$ cat src/rtl/imem_loader.sv
// Boot-time program loader: assembles little-endian 32-bit words from a byte
// stream and writes them sequentially into instruction memory while holding the core in reset.
module imem_loader #(
  parameter int ADDR_WIDTH = 6,
  parameter bit BOOT_HOLD  = 1'b1
) (
  input  logic                  clk,
  input  logic                  rst,
  input  logic                  start,
  input  logic [ADDR_WIDTH:0]   length,
  input  logic                  in_valid,
  input  logic [7:0]            in_byte,
  output logic                  in_ready,
  output logic                  imem_we,
  output logic [ADDR_WIDTH-1:0] imem_waddr,
  output logic [31:0]           imem_wdata,
  output logic                  cpu_rst,
  output logic                  busy,
  output logic                  done,
  output logic [ADDR_WIDTH:0]   word_count
);

  localparam int CW = ADDR_WIDTH + 1;
  localparam logic [CW-1:0] MAX_LEN = {1'b1, {ADDR_WIDTH{1'b0}}};

  typedef enum logic [1:0] {
    S_IDLE  = 2'd0,
    S_LOAD  = 2'd1,
    S_WRITE = 2'd2,
    S_DONE  = 2'd3
  } state_t;

  state_t                state_q, state_d;
  logic [CW-1:0]         len_q, len_d;
  logic [CW-1:0]         count_q, count_d;
  logic [ADDR_WIDTH-1:0] addr_q, addr_d;
  logic [1:0]            k_q, k_d;
  logic [31:0]           word_q, word_d;
  logic                  in_ready_q, in_ready_d;
  logic                  imem_we_q, imem_we_d;
  logic [ADDR_WIDTH-1:0] waddr_q, waddr_d;
  logic [31:0]           wdata_q, wdata_d;
  logic                  cpu_rst_q, cpu_rst_d;
  logic                  busy_q, busy_d;
  logic                  done_q, done_d;
  logic [CW-1:0]         len_clamped_s;
  logic [CW-1:0]         count_inc_s;

  assign len_clamped_s = (length > MAX_LEN) ? MAX_LEN : length;
  assign count_inc_s   = count_q + CW'(1'b1);

  // Outputs are computed for the next state so every one of them leaves a flop.
  always_comb begin
    state_d    = state_q;
    len_d      = len_q;
    count_d    = count_q;
    addr_d     = addr_q;
    k_d        = k_q;
    word_d     = word_q;
    in_ready_d = 1'b0;
    imem_we_d  = 1'b0;
    waddr_d    = waddr_q;
    wdata_d    = wdata_q;
    cpu_rst_d  = cpu_rst_q;
    busy_d     = busy_q;
    done_d     = 1'b0;
    case (state_q)
      S_IDLE: begin
        busy_d = 1'b0;
        if (start) begin
          len_d   = len_clamped_s;
          k_d     = 2'd0;
          addr_d  = {ADDR_WIDTH{1'b0}};
          count_d = {CW{1'b0}};
          if (len_clamped_s == {CW{1'b0}}) begin
            state_d   = S_DONE;
            done_d    = 1'b1;
            cpu_rst_d = 1'b0;
          end else begin
            state_d    = S_LOAD;
            in_ready_d = 1'b1;
            busy_d     = 1'b1;
            cpu_rst_d  = 1'b1;
          end
        end else begin
          state_d = S_IDLE;
        end
      end
      S_LOAD: begin
        busy_d = 1'b1;
        if (in_valid) begin
          word_d[{k_q, 3'b000} +: 8] = in_byte;
          k_d = k_q + 2'd1;
          if (k_q == 2'd3) begin
            state_d   = S_WRITE;
            imem_we_d = 1'b1;
            waddr_d   = addr_q;
            wdata_d   = {in_byte, word_q[23:0]};
          end else begin
            in_ready_d = 1'b1;
          end
        end else begin
          in_ready_d = 1'b1;
        end
      end
      S_WRITE: begin
        addr_d  = addr_q + ADDR_WIDTH'(1'b1);
        count_d = count_inc_s;
        k_d     = 2'd0;
        if (count_inc_s == len_q) begin
          state_d   = S_DONE;
          done_d    = 1'b1;
          busy_d    = 1'b0;
          cpu_rst_d = 1'b0;
        end else begin
          state_d    = S_LOAD;
          in_ready_d = 1'b1;
          busy_d     = 1'b1;
        end
      end
      S_DONE: begin
        state_d = S_IDLE;
        busy_d  = 1'b0;
      end
      default: begin
        state_d = S_IDLE;
        busy_d  = 1'b0;
      end
    endcase
  end

  // State and output registers with synchronous reset.
  always_ff @(posedge clk) begin
    if (rst) begin
      state_q    <= S_IDLE;
      len_q      <= {CW{1'b0}};
      count_q    <= {CW{1'b0}};
      addr_q     <= {ADDR_WIDTH{1'b0}};
      k_q        <= 2'd0;
      word_q     <= 32'd0;
      in_ready_q <= 1'b0;
      imem_we_q  <= 1'b0;
      waddr_q    <= {ADDR_WIDTH{1'b0}};
      wdata_q    <= 32'd0;
      cpu_rst_q  <= BOOT_HOLD;
      busy_q     <= 1'b0;
      done_q     <= 1'b0;
    end else begin
      state_q    <= state_d;
      len_q      <= len_d;
      count_q    <= count_d;
      addr_q     <= addr_d;
      k_q        <= k_d;
      word_q     <= word_d;
      in_ready_q <= in_ready_d;
      imem_we_q  <= imem_we_d;
      waddr_q    <= waddr_d;
      wdata_q    <= wdata_d;
      cpu_rst_q  <= cpu_rst_d;
      busy_q     <= busy_d;
      done_q     <= done_d;
    end
  end

  assign in_ready   = in_ready_q;
  assign imem_we    = imem_we_q;
  assign imem_waddr = waddr_q;
  assign imem_wdata = wdata_q;
  assign cpu_rst    = cpu_rst_q;
  assign busy       = busy_q;
  assign done       = done_q;
  assign word_count = count_q;

endmodule

$ cat config.mk
export PLATFORM = sky130hd
export DESIGN_NAME = imem_loader
export DESIGN_NICKNAME = d
export VERILOG_FILES = /design/src/rtl/imem_loader.sv
export SDC_FILE = /design/constraint.sdc
export NUM_CORES = 1
export LEC_CHECK = 0
export CORE_MARGIN = 2
export CORE_UTILIZATION = 40
export DETAILED_ROUTE_END_ITERATION = 8
export PLACE_DENSITY = 0.64
export SLEW_MARGIN = 20
export SYNTH_ARGS = -nofsm -noshare
export SYNTH_HDL_FRONTEND = slang
export SYNTH_SLANG_ARGS = --single-unit
$ cat constraint.sdc
create_clock -name clk -period 3.8 [get_ports clk]
set_clock_uncertainty 0.15 [all_clocks]
set_input_delay 1.14 -clock clk [delete_from_list [all_inputs] [get_ports clk]]
set_output_delay 1.14 -clock clk [all_outputs]
set_load 0.01 [all_outputs]
==> results.yml <==
sta:
  worst_slew_pin_slew_ns: 0.8430
  report.final.setup_viol: 0
  finalWorstPathRequiredPeriod_ns: 2.812
  period_share: 0.7400
  slew-limit-headroom: 0.4368
  rsz_0062_raised_after_global_routing: "no"
  setup_tns_ns: 0
  hold_viol: 0
  clock.fmax_mhz: 355.6
  final_report_max_slew_violation_count: 0
  post-route-worst-setup-slack_ns: 0.9880
clocking:
  tritoncts: "built"
  clkSlewWorstSetupHoldPaths_ns: 0.10
  holdBufCountCts: 0
  cts_root_buffer: "clkbuf_8"
  cts.repair_timing.setup_buffer_count: 0
  htree_levels: 3
  postCtsResizedCells: 0
  clk-insertion-delay-late_ns: 0.35
  inserted_clock_buffers: 9
  max-clock-path-buffers: 2
  cts.sinks: 91
min_path:
  hold_path_class: "register to register"
logic_synthesis:
  synth_top_cell_by_area: "dfxtp_1"
  post_synthesis_instance_total: 463
  share_of_async_settable_or_async_resettable_flops_after_synthesis: 0
  ys_seq_area_frac: 0.4815
  count_of_different_cell_masters_after_synthesis: 45
  syn_nets: 489
  edff_count_synth: 0
  synth_top_cell_area_share: 0.4815
  synth_top_cells_by_count: "nand2_1 (108), dfxtp_1 (91), a21oi_1 (78), nor2_1 (38), nand3_1 (32)"
  yosys_warnings: 0
  yosys_most_used_dff: "dfxtp_1"
  synth.top_cells.by_area: "dfxtp_1 (48%), nand2_1 (11%), a21oi_1 (10%), nand3_1 (4.2%), nor2_1 (3.8%)"
  post_synthesis_cell_area_sq_um: 3784
  flip_flop_and_latch_count_after_synthesis: 91
  synthMostInstantiatedCell: "nand2_1"
  average_cell_area_after_synthesis_sq_um: 8.172
power_and_ir_drop:
  power_leakage_nw: 1.600
  comb_power_share: 0.081
  net-switching-power_mw: 0.4532
  swShare: 0.2605
  seqPwrFrac: 0.569
  internal_power_mw: 1.286
  share_clk_of_total_power: 0.350
  cell_area_power_density_nw_per_um2: 370.8
  ir_drop_mv: 0.1905
setup_path:
  cp.required_ns: 2.51
  critical_path.startpoint_type: "register"
  critical_path.n_buffers_inverters: 1
  arrival_ns: 1.52
  cpMaxStageDelayCell: "clkdlybuf4s50_1"
  crit_path_max_fanout: 8
  cpLargestDelayFamily: "buffers and inverters"
  critPathKind: "register to output port"
  worst_setup_path_end_kind: "output port"
  crit_path_cell_trace: "clkdlybuf4s50_1"
  cp_slowest_stage_delay_ns: 0.61
grt:
  grt_remaining_overflow: 0
  via_count_of_the_first_global_routing_pass: 3122
  grt_start_max_net_pins: 43
  number_of_antenna_violations_at_the_first_check_in_global_routing: 0
  global_route.usage.total: 0.1730
  grt_first_pass_wirelength_mm: 14.19
die:
  rows: 35
  chipHeight_um: 101.3
  die_w_um: 101.3
  start_util: 0.4114
  floorplan.core_area_sq_um: 9196
  die_ar_sq_um: 10250
  io-pin-count: 69
drt:
  drt-initial-drc-count: 99
  wirelength_mm: 8.471
  ant_nets: 0
  routed-via-count: 3280
  avgViaCountPerCell: 5.174
  firstDrtPassIters: 5
  detail_route.drc_violations: 0
  routed_wire_length_per_instance_um: 13.36
place:
  post-place-ws_ns: 0.7125
  port_buffer_count: 68
  place_congestion: 0.7824
  post-dp-hpwl_mm: 5.894
  detailed_place.area_sq_um: 4506
cells_and_area:
  fill_cells: 919
  layout-area-overhead-vs-synth_pct: 24.01
  final_util: 0.5102
  num_antenna_cells: 0
  design_area_sq_um: 4692
  total_nets_final: 544
  layout-drive-gt1-share: 0.07457
run_status:
  outcome: "finished clean"
flow_run:
  cap_violations: 0
[worst min-delay path: cells and delay by family (launching register included)]
family	cells	cell delay (ns)
compound gates	1	0.05
flops	1	0.32
simple gates	1	0.05
[layout by cell type (no fill, tap or decap), types with 2 or more instances in the layout]
cell type        instances
inv_1                    3
clkdlybuf4s50_1         67
xor2_1                   4
nand2_1                108
buf_4                    6
clkinvlp_4               5
mux2_2                   5
clkbuf_8                10
nand3_1                 32
dfxtp_1                 91
nor3b_1                  9
a21o_1                   4
nor3_1                   4
ha_1                     7
nor2b_1                  4
nor2_1                  38
o21ai_0                  3
xnor2_1                  5
and3_1                   5
a21oi_1                 78
a22oi_1                  9
mux2i_1                  2
[path summary, 6_finish.rpt]
kind	from	end	slack, ns	cells past startpoint
hold / removal	imem_wdata[18]	imem_wdata[18]	0.31	2
setup / recovery	word_count[3]	word_count[3]	0.99	1
hold reg to reg	imem_wdata[18]	imem_wdata[18]	0.31	2
setup reg to reg	k_q[0]	word_q[21]	1.58	5
[flip-flops by register name (all words and copies together), names as in the netlist]
signal / flops
imem_we: 1
imem_wdata: 32
cpu_rst: 1
state_q: 2
k_q: 2
done: 1
addr_q: 6
in_ready: 1
len_q: 7
busy: 1
word_count: 7
word_q: 24
imem_waddr: 6
[routing by layer]
metal | wire length [um] | global-route usage | up-vias
met5 | 0 | 0 | -
met4 | 177 | 0.07588 | 0
met3 | 266 | 0.02692 | 16
li1 | - | - | 1684
met2 | 4162 | 0.3026 | 53
met1 | 3864 | 0.2101 | 1527
[final cells by class]
type	count	area (sq um)	share of cell area
tap	111	138.9	0.02960
inverter	3	11.26	0.002400
sequential	91	1822	0.3883
clock buffer	10	137.6	0.02933
multi-input combinational	339	1813	0.3864
timing repair buffer	74	720.7	0.1536
clock inverter	6	48.80	0.01040
[cells by family after synthesis]
kind of cell | after synthesis | share of synthesized area
simple gates | 213 | 0.2622
compound gates | 103 | 0.1528
flops | 91 | 0.4815
buf+inv | 33 | 0.03935
xor+xnor | 9 | 0.02083
mux | 7 | 0.02017
fa+ha+maj | 7 | 0.02315
[through the flow]
stage	cells	power [mW]	hold slack, ns
after global routing	634	1.815	0.3204
after detailed placement	618	1.153	0.2955
after floorplan	463	1.094	0.2821
after CTS	634	1.757	0.3055
after global placement	618	1.151	0.2901
final	634	1.740	0.3052
[power groups by stage]
stage                     Clock (mW)  Sequential, mW  Combinational [mW]
final                          0.609           0.989               0.141
after global routing           0.665           0.993               0.157
after CTS                      0.626           0.989               0.142
after detailed placement           0            1.01               0.141
after global placement             0            1.01               0.140
after floorplan                    0            1.00              0.0925
(Power assumes the default switching activity.)
